### src/rtl/alu_sequencer.sv
// Handshaked sequencer for a signed ALU: single-cycle add/sub/mult, iterative restoring div/mod.
// Define ALU_SEQ_ABORT_EN to add an abort input that cancels an in-flight operation.
module alu_sequencer #(
    parameter int WIDTH = 16
) (
    input  logic             clk,
    input  logic             rst_n,
    input  logic             start,
    input  logic [3:0]       op_code,
    input  logic [WIDTH-1:0] input1,
    input  logic [WIDTH-1:0] input2,
`ifdef ALU_SEQ_ABORT_EN
    input  logic             abort,
`endif
    output logic             busy,
    output logic             done,
    output logic [31:0]      output1,
    output logic [1:0]       err_code
);

    localparam int CNT_W = $clog2(WIDTH + 1);

    localparam logic [3:0] OP_ADD = 4'd0;
    localparam logic [3:0] OP_SUB = 4'd1;
    localparam logic [3:0] OP_MUL = 4'd2;
    localparam logic [3:0] OP_DIV = 4'd3;
    localparam logic [3:0] OP_MOD = 4'd4;

    typedef enum logic [1:0] {S_IDLE, S_EXEC, S_DIV, S_FIX} state_t;

    state_t             state_q, state_d;
    logic [3:0]         op_q, op_d;
    logic [WIDTH-1:0]   a_q, a_d, b_q, b_d;
    logic [WIDTH-1:0]   quo_q, quo_d, dvs_q, dvs_d;
    logic [WIDTH:0]     rem_q, rem_d;
    logic [CNT_W-1:0]   cnt_q, cnt_d;
    logic               busy_q, busy_d, done_q, done_d;
    logic [31:0]        out_q, out_d;
    logic [1:0]         err_q, err_d;

    logic [31:0]        a_ext, b_ext, sum, diff, prod;
    logic [31:0]        quo_ext, rem_ext, div_res, mod_res;
    logic [WIDTH:0]     rem_shift;
    logic               trial_ok;

    function automatic logic [WIDTH-1:0] mag(input logic [WIDTH-1:0] v);
        return v[WIDTH-1] ? -v : v;
    endfunction

    // True when a 32-bit value does not fit in a signed WIDTH-bit field.
    function automatic logic ovf(input logic [31:0] v);
        return !((&v[31:WIDTH-1]) || !(|v[31:WIDTH-1]));
    endfunction

    assign a_ext = {{(32-WIDTH){a_q[WIDTH-1]}}, a_q};
    assign b_ext = {{(32-WIDTH){b_q[WIDTH-1]}}, b_q};
    assign sum   = a_ext + b_ext;
    assign diff  = a_ext - b_ext;
    // Low 32 bits of a product do not depend on signedness, and the exact signed product fits.
    assign prod  = a_ext * b_ext;

    assign rem_shift = {rem_q[WIDTH-1:0], quo_q[WIDTH-1]};
    assign trial_ok  = rem_shift >= {1'b0, dvs_q};

    assign quo_ext = {{(32-WIDTH){1'b0}}, quo_q};
    assign rem_ext = {{(32-WIDTH){1'b0}}, rem_q[WIDTH-1:0]};
    assign div_res = (a_q[WIDTH-1] ^ b_q[WIDTH-1]) ? -quo_ext : quo_ext;
    assign mod_res = a_q[WIDTH-1] ? -rem_ext : rem_ext;

    always_comb begin
        // NOTE: every _d gets a default first so no path through the case can infer a latch.
        state_d = state_q;
        op_d    = op_q;
        a_d     = a_q;
        b_d     = b_q;
        quo_d   = quo_q;
        dvs_d   = dvs_q;
        rem_d   = rem_q;
        cnt_d   = cnt_q;
        busy_d  = busy_q;
        done_d  = 1'b0;
        out_d   = out_q;
        err_d   = err_q;

        case (state_q)
            S_IDLE: begin
                if (start) begin
                    op_d   = op_code;
                    a_d    = input1;
                    b_d    = input2;
                    busy_d = 1'b1;
                    if ((op_code == OP_DIV || op_code == OP_MOD) && input2 != '0) begin
                        state_d = S_DIV;
                        quo_d   = mag(input1);
                        dvs_d   = mag(input2);
                        rem_d   = '0;
                        cnt_d   = CNT_W'(WIDTH);
                    end else begin
                        state_d = S_EXEC;
                    end
                end
            end
            S_EXEC: begin
                state_d = S_IDLE;
                busy_d  = 1'b0;
                done_d  = 1'b1;
                case (op_q)
                    OP_ADD: begin
                        out_d = sum;
                        err_d = {1'b0, ovf(sum)};
                    end
                    OP_SUB: begin
                        out_d = diff;
                        err_d = {1'b0, ovf(diff)};
                    end
                    OP_MUL: begin
                        out_d = prod;
                        err_d = 2'b00;
                    end
                    OP_DIV, OP_MOD: begin
                        out_d = '0;
                        err_d = 2'b10;
                    end
                    default: begin
                        out_d = '0;
                        err_d = 2'b11;
                    end
                endcase
            end
            S_DIV: begin
                if (cnt_q != '0) begin
                    rem_d = trial_ok ? (rem_shift - {1'b0, dvs_q}) : rem_shift;
                    quo_d = {quo_q[WIDTH-2:0], trial_ok};
                    cnt_d = cnt_q - CNT_W'(1);
                end else begin
                    state_d = S_FIX;
                end
            end
            S_FIX: begin
                state_d = S_IDLE;
                busy_d  = 1'b0;
                done_d  = 1'b1;
                out_d   = (op_q == OP_DIV) ? div_res : mod_res;
                err_d   = 2'b00;
            end
            default: state_d = S_IDLE;
        endcase

`ifdef ALU_SEQ_ABORT_EN
        if (abort && state_q != S_IDLE) begin
            state_d = S_IDLE;
            busy_d  = 1'b0;
            done_d  = 1'b0;
            out_d   = out_q;
            err_d   = err_q;
        end
`endif
    end

    // NOTE: state is updated only with non-blocking assignments so every flop samples pre-edge values.
    always_ff @(posedge clk or negedge rst_n) begin
        if (!rst_n) begin
            state_q <= S_IDLE;
            op_q    <= '0;
            a_q     <= '0;
            b_q     <= '0;
            quo_q   <= '0;
            dvs_q   <= '0;
            rem_q   <= '0;
            cnt_q   <= '0;
            busy_q  <= 1'b0;
            done_q  <= 1'b0;
            out_q   <= '0;
            err_q   <= '0;
        end else begin
            state_q <= state_d;
            op_q    <= op_d;
            a_q     <= a_d;
            b_q     <= b_d;
            quo_q   <= quo_d;
            dvs_q   <= dvs_d;
            rem_q   <= rem_d;
            cnt_q   <= cnt_d;
            busy_q  <= busy_d;
            done_q  <= done_d;
            out_q   <= out_d;
            err_q   <= err_d;
        end
    end

    assign busy     = busy_q;
    assign done     = done_q;
    assign output1  = out_q;
    assign err_code = err_q;

endmodule

### config.mk
export PLATFORM = sky130hd
export DESIGN_NAME = alu_sequencer
export DESIGN_NICKNAME = d
export VERILOG_FILES = /design/src/rtl/alu_sequencer.sv
export SDC_FILE = /design/constraint.sdc
export NUM_CORES = 1
export LEC_CHECK = 0
export CAP_MARGIN = 20
export CELL_PAD_IN_SITES_DETAIL_PLACEMENT = 0
export CELL_PAD_IN_SITES_GLOBAL_PLACEMENT = 1
export CORE_ASPECT_RATIO = 0.5
export CORE_MARGIN = 2
export CORE_UTILIZATION = 40
export CTS_CLUSTER_DIAMETER = 100
export DETAILED_ROUTE_END_ITERATION = 10
export GPL_TIMING_DRIVEN = 0
export PLACE_DENSITY_LB_ADDON = 0.05
export SLEW_MARGIN = 20
export SYNTH_ARGS = -nofsm -noshare
export SYNTH_HDL_FRONTEND = slang
export SYNTH_SLANG_ARGS = --single-unit
### constraint.sdc
create_clock -name clk -period 15.4 [get_ports clk]
set_clock_uncertainty 0.15 [all_clocks]
set_input_delay 3.08 -clock clk [delete_from_list [all_inputs] [get_ports clk]]
set_output_delay 3.08 -clock clk [all_outputs]
set_load 0.02 [all_outputs]
After elaboration in Yosys (flattened, before gate mapping) --
Index checks and enable logic that the tools add are counted. Widths: inputs -> output; s select.
Word-level totals: output and inout bits 36, word-level logic and storage cells 91, flip-flop bits (word level) 127
Cells by class: reductions and logical operators 26, $mul 1, multiplexer cells 29, add/subtract/negate cells 8, magnitude comparators 1, bitwise logic cells 1, equal/unequal tests 13
Operators by type and width (number):
- $mux 16 | 9
- $mux 32 | 3
- $pmux 32 s3 | 1
- $neg 16->32 | 2
- $pmux 16 s2 | 2
- $pmux 32 s2 | 1
- $reduce_and 17->1 | 2
- $reduce_or 17->1 | 2
- $mul 16x16->32 | 1
- $neg 16->16 | 2
- $add 16x16->17 | 1
- $ge 17x16->1 | 1
- $sub 16x16->17 | 1
- $reduce_bool 16->1 | 1
- $sub 16x16->16 | 1
- $mux 5 | 3
- $eq 4x2->1 const B | 3
- $pmux 5 s2 | 1
- $eq 4x3->1 const B | 2
- $ne 2x2->1 const B | 4
- $pmux 2 s4 | 1
- $mux 2 | 3
- $pmux 2 s3 | 1
- $reduce_and 2->1 | 3
- other kinds (18) | 28

Depth between registers and ports, before layout --
Gate-level depths: netlist of run 1.
depth after elaboration 7, depth in mapped cells 25, gate-level depth less buffers 23

Least setup slack after synthesis of run 1 --
No wires, ideal clock.
path kind register to register, from register a_q[15], to register out_q[31], in the netlist output1[31], cell stages (with the launch flop) 24, slack 8614 ps, data arrival time 6506 ps, clock period less this slack 6786 ps, path buffers 3, data required time 15120 ps, cells stage by stage dfrtp_1 -> clkbuf_1 -> clkbuf_1 -> buf_1 -> nand2_1 -> inv_1 -> fa_1 -> fa_1 -> fa_1 -> fa_1 -> fa_1 -> inv_1 -> fa_1 -> inv_1 -> ha_1 -> a21oi_1 -> nor2b_1 -> o21a_1 -> o22ai_1 -> o21ai_0 -> o211a_1 -> o21ai_0 -> mux2i_1 -> o22ai_1
Between the ends: longest elaborated chain between the ends 4, elaborated cells on any way between the ends 9
RTL lines:
- start: declaration | RTL line 33 | logic [WIDTH-1:0] a_q, a_d, b_q, b_d;
- start signal: assignment | RTL line 165 | a_q <= '0;
- start signal: assignment | RTL line 178 | a_q <= a_d;
- parallel branches: the longest is 3 deep, another holds $mul 16x16->32
- $pmux 32 s2 (*) | RTL line 85 | case (state_q)
- end signal: assignment | RTL line 186 | out_q <= out_d;
- end: declaration | RTL line 38 | logic [31:0] out_q, out_d;
Every way passes the cells marked *. A chain may end at the register's enable or synchronous reset.

Worst setup path in the final report of run 1 --
from register a_q[15], to register out_q[30], in the netlist output1[30]
Same word-level chain as after synthesis.

==> flow_metrics.py, run 1 <==
metrics = {
    "timing": {
        "relSlewSlack": 0.3026,
        "finalSetupViolCount": 0,
        "slew_viol_final": 0,
        "min_period_ps": 8708,
        "rsz0062_at_grt": "no",
        "hold_violations": 0,
        "fmax_mhz": 114.8,
        "worst_pin_slew_ps": 1046,
        "tns_ps": 0,
        "fin_crit_sh": 0.5654,
    },
    "floorplanning": {
        "die_width_um": 312.1,
        "core-area_mm2": 0.04688,
        "io_pins": 75,
        "dieHeight_um": 158.1,
        "start_util": 0.4051,
        "core.rowCount": 56,
        "die_area_mm2": 0.04933,
    },
    "worst_setup_path": {
        "crit_start": "a_q[15]",
        "worstPathRequired_ps": 15540,
        "r2r.worst_path.cells": 23,
        "max_stage_delay_ps": 700,
        "cp_max_fo": 10,
        "rrSetupSlack_ps": 6690,
        "crit_path_end_kind": "register",
        "startpoint_type": "register",
        "reg2reg_from": "a_q[15]",
        "crit_chain": "clkbuf_1 > clkbuf_1 > buf_1 > nand2_1 > inv_1 > fa_1 > inv_1 > fa_1 > fa_1 > inv_1 > fa_1 > fa_1 > inv_1 > fa_1 > inv_1 > ha_1 > o211ai_1 > o41a_1 > o41ai_1 > o31ai_1 > a21oi_1 > xnor2_1 > o221ai_1",
        "crit_type": "reg -> reg",
        "cp.arrival_ps": 8850,
        "cp_slowest_cell": "o41ai_1",
        "critPathMostFrequentCell": "fa_1",
        "reg2reg_to": "output1[30]",
    },
    "yosys": {
        "synth_top_area_frac": 0.2794,
        "synth_area_per_cell_um2": 8.499,
        "synth_flop_cell": "dfrtp_1",
        "ys_seq_area_frac": 0.1674,
        "synth_warnings": 0,
        "synth_seq_cells": 127,
        "syn_nets": 2677,
        "synthTopCellsByArea": "fa_1, dfrtp_1, ha_1",
        "synth_largest_area_cell": "fa_1",
        "synth-async-reset-ratio": 1.000,
        "yosysUniqueCellTypes": 74,
        "netlist_area_mm2": 0.01899,
        "synth_edf_count": 0,
        "postSynthCellCount": 2234,
    },
    "job": {
        "cap_violations": 0,
    },
    "routing": {
        "firstDrtPassIters": 5,
        "drc": 0,
        "drt_first_iter_violations": 1213,
        "wl_um": 67370,
        "wl_per_cell_um": 22.60,
        "vias": 15952,
        "postRouteAntennaNets": 0,
        "viasPerCell": 5.351,
    },
    "layout": {
        "final_nets": 2771,
        "fillers": 4750,
        "seq_area_mm2": 0.003178,
        "multi_input_area_mm2": 0.01400,
        "layout-drive-gt1-share": 0.03076,
        "area_growth_pct": 11.60,
    },
    "global_routing": {
        "grt_pass1_wl_um": 102600,
        "grt_max_degree": 76,
        "grt_pass1_vias": 16180,
        "grt.overflow.total": 0,
        "antenna_found_initial": 2,
        "grtUsageTotal": 0.2817,
    },
    "worst_hold_path": {
        "min_from": "busy",
        "holdPathEnd": "busy",
        "whs_path_depth": 1,
        "hold_class": "reg -> reg",
    },
    "cts": {
        "cts_resized": 0,
        "postCtsSetupBuffers": 0,
        "clockRootBuffer": "clkbuf_16",
        "clkSinkCount": 127,
        "cts_tree": "yes",
        "numCtsBuffers": 17,
        "clk_pin_slew_ps": 70,
        "insertion_delay_ps": 440,
        "holdBufCountCts": 0,
        "h-tree-depth": 4,
        "clockBufferDepth": 2,
    },
    "status": {
        "status": "completed",
    },
    "placement": {
        "hpwl_um": 54650,
        "port_buffers": 74,
        "gp_congestion": 0.9271,
    },
}
## cell usage in the layout (no fill, tap or decap), drive strengths merged, types with 11 or more instances in the layout
master,n
xor2,45
clkbuf,101
clkdlybuf4s50,73
buf,17
fa,265
a211oi,14
o22ai,11
o31ai,22
o21a,15
nor2,140
ha,139
xnor2,71
or4,12
mux2i,16
nor3,30
a21o,13
a31oi,18
and2,102
dfrtp,127
o21ai,141
nand2,305
nand3,20
inv,381
a21oi,79
nor2b,13
## cell type report
cell class | count | area share
diodes | 2 | 0.0002362
plain buffers | 95 | 0.01748
clock buffers | 21 | 0.02220
clock inverters | 11 | 0.007322
inverters | 382 | 0.06767
multi-input cells | 1630 | 0.6609
flip-flops and latches | 127 | 0.1500
well taps | 638 | 0.03767
repair buffers | 75 | 0.03649
## routing by layer
metal | track usage | wire [um] | up-vias | share of wire
met5 | 0 | 0 | - | 0
met4 | 0.05838 | 1119 | 0 | 0.017
met3 | 0.07074 | 4806 | 58 | 0.071
met2 | 0.4258 | 29190 | 387 | 0.43
met1 | 0.4073 | 32250 | 8137 | 0.48
li1 | - | - | 7370 | -
## cells in the mapped netlist, types with 9 or more instances
cell type	number
a211oi_1	14
a21o_1	13
a21oi_1	79
a221oi_1	9
a22oi_1	9
a31oi_1	18
and2_1	101
clkbuf_1	80
dfrtp_1	127
fa_1	265
ha_1	139
inv_1	379
mux2i_1	16
nand2_1	305
nand2b_1	10
nand3_1	20
nor2_1	139
nor2b_1	13
nor3_1	28
o211ai_1	10
o21a_1	15
o21ai_0	137
o22ai_1	11
o31ai_1	21
or2_2	9
or3_1	10
or4_1	11
xnor2_1	71
xor2_1	45
## state kept, by name, summed over array words and instances, names as in the netlist
signal and cells:
output1 32, err_code 2, dvs_q 16, busy 1
state_q 2, b_q 16, rem_q 16, quo_q 16
done 1, cnt_q 5, op_q 4, a_q 16
## how the worst max path moves through the flow
stage	slack, ps	end	cells past startpoint
finish	6690	output1[30]	23
global route	6280	output1[30]	22
floorplan	8610	output1[31]	23
global placement	5430	a_q[10]	1
CTS	6880	output1[31]	23
detailed placement	6880	output1[31]	23
## kinds of logic (layout without fill, tap and decap cells)
family | Yosys count | after routing | share of synthesized area
AOI/OAI and AO/OA | 412 | 412 | 0.1384
xor gates and xnor gates | 116 | 116 | 0.05351
adders and majority gates | 404 | 404 | 0.3710
buffers and inverters | 477 | 584 | 0.09502
DFF | 127 | 127 | 0.1674
muxes | 17 | 17 | 0.009028
other | 0 | 2 | 0
and+or+nand+nor | 681 | 681 | 0.1657
## worst max-delay path, delay by kind of cell (launching register included)
kind,cells,cell delay (ps)
adder cells (fa/ha/maj),7,3370
buffers and inverters,8,2090
AO/OA/AOI/OAI,6,2060
flip-flops,1,440
AND/OR/NAND/NOR,1,210
XOR/XNOR,1,210
## stage by stage
step                cell area (um^2)    util  setup slack, ps  hold slack [ps]  instances
floorplan                      18990       -             8614            333.2       2234
global placement               20530  0.4379             5430            322.6       2946
detailed placement             20560  0.4386             6885            327.3       2947
CTS                            21180  0.4519             6878            341.8       2979
global route                   21180  0.4519             6284            357.1       2979
finish                         21190  0.4520             6692            337.9       2981
Power of run 1 is left out: the tool's default activity adds up to more than one toggle a clock period on the data nets, which glitch-free logic cannot reach.
==> inputs of run 2 (changes only) <==
==> constraint.sdc (replaced) <==
create_clock -name clk -period 7.7 [get_ports clk]
set_clock_uncertainty 0.15 [all_clocks]
set_input_delay 1.54 -clock clk [delete_from_list [all_inputs] [get_ports clk]]
set_output_delay 1.54 -clock clk [all_outputs]
set_load 0.02 [all_outputs]
==> flow_metrics.py, run 2 (same netlist as run 1, synthesis figures left out) <==
metrics = {
    "layout": {
        "final_nets": 2772,
        "fillers": 4740,
        "seq_area_mm2": 0.003192,
        "layout-drive-gt1-share": 0.05252,
        "layout_commonest_cell": "inv_1",
        "largest_reg_flops": 32,
        "utilization": 0.4542,
        "area_growth_pct": 12.13,
        "antenna_cells": 0,
        "final_cell_mix": "inv_1, nand2_1, fa_1",
        "multi_input_area_mm2": 0.01403,
        "finalInstanceArea_mm2": 0.02129,
    },
    "worst_setup_path": {
        "crit_path_end_kind": "register",
        "cp.arrival_ps": 7700,
        "worstPathRequired_ps": 7870,
        "startpoint_type": "register",
        "cp_max_fo": 10,
        "crit_type": "reg -> reg",
    },
    "timing": {
        "rsz0062_at_grt": "no",
        "slew_viol_final": 0,
        "worst_pin_slew_ps": 994.3,
        "relSlewSlack": 0.3341,
        "finalSetupViolCount": 0,
        "finalWorstSetupSlack_ps": 163.9,
        "min_period_ps": 7536,
        "worst_hold_slack_ps": 343.8,
        "hold_violations": 0,
        "fmax_mhz": 132.7,
        "fin_crit_sh": 0.9787,
    },
    "cts": {
        "h-tree-depth": 4,
        "clockBufferDepth": 2,
        "clk_pin_slew_ps": 70,
        "clockRootBuffer": "clkbuf_16",
        "insertion_delay_ps": 440,
        "numCtsBuffers": 17,
        "clkSinkCount": 127,
        "cts_tree": "yes",
    },
    "global_routing": {
        "grtUsageTotal": 0.2821,
        "grt_pass1_vias": 16168,
        "grt.overflow.total": 0,
        "grt_pass1_wl_um": 102700,
        "antenna_found_initial": 2,
        "grt_max_degree": 76,
    },
    "status": {
        "status": "completed",
    },
    "floorplanning": {
        "io_pins": 75,
        "start_util": 0.4051,
        "die_width_um": 312.1,
        "dieHeight_um": 158.1,
        "core-area_mm2": 0.04688,
        "core.rowCount": 56,
        "die_area_mm2": 0.04933,
    },
    "routing": {
        "met3_wirelength_um": 5065,
        "wl_um": 67530,
        "met2WireLength_um": 29310,
        "drt-met1-wl_um": 32120,
        "postRouteAntennaNets": 0,
        "vias": 15967,
        "viasPerCell": 5.358,
        "firstDrtPassIters": 5,
        "routed.top_layer": "met4",
        "drt_first_iter_violations": 1266,
        "wl_per_cell_um": 22.66,
        "drc": 0,
    },
    "placement": {
        "port_buffers": 74,
        "place_area_mm2": 0.02056,
        "place_ws_ps": -815.4,
        "hpwl_um": 54650,
        "gp_congestion": 0.9271,
    },
    "job": {
        "cap_violations": 0,
    },
    "worst_hold_path": {
        "hold_class": "reg -> reg",
    },
}
[run 2: changes by cell type in the layout (fill, tap and decap cells not counted), moves of 3 or more]
cell,delta
buf_2,+5
buf_4,+3
dfrtp_2,+11
clkbuf_2,+22
dfrtp_1,-11
clkbuf_1,-29
[run 2: area by class of cell]
cell class                      count  share of cell area
Multi-Input combinational cell   1630              0.6592
Sequential cell                   127              0.1499
Buffer                             93             0.01898
Inverter                          382             0.06759
Tap cell                          638             0.03750
Clock inverter                     11            0.007288
Clock buffer                       21             0.02210
Timing Repair Buffer               78             0.03738
[run 2: per-stage QoR]
stage / instances / TNS (ps)
3_3_place_gp: 2946 / -97300
5_1_grt: 2980 / 0
3_5_place_dp: 2947 / -6603
4_1_cts: 2980 / 0
2_1_floorplan: 2234 / 0
6_report: 2980 / 0
[run 2: layer usage]
metal,track usage,vias up
li1,-,7378
met1,0.4091,8107
met2,0.4280,425
met3,0.06864,57
met4,0.05517,0
met5,0,-
[run 2: worst max-delay path, stage by stage, from the launching register on]
cell and delay (ps):
dfrtp_1 460, clkbuf_2 330, clkinv_2 280, nor2_2 370, fa_2 610, fa_1 510, fa_1 550, fa_1 460
fa_1 550, inv_1 60, fa_1 540, inv_1 50, ha_1 280, or3_1 390, o21ai_0 110, o21ai_0 110
a21oi_1 310, o21ai_0 310, o211a_1 290, o21ai_0 360, mux2i_1 240, o22ai_1 90
[run 2: final timing paths]
kind | startpoint | to | slack (ps) | depth (start not counted)
setup / recovery | a_q[15] | output1[31] | 160 | 21
max in group asynchronous | rst_n | a_q[9] | 5750 | 2
setup reg to reg | a_q[15] | output1[31] | 160 | 21
hold / removal | busy | busy | 340 | 1
hold reg to reg | busy | busy | 340 | 1
min in group asynchronous | rst_n | dvs_q[6] | 860 | 1
[run 2: timing repair]
item | 4_1_cts | 5_1_grt
buffers inserted | 3 | 0
endpoints found under the setup margin | 12 | 10
gates resized for setup | 25 | 42
hold buffers | 0 | 0
Power of run 2 is left out for the same reason.
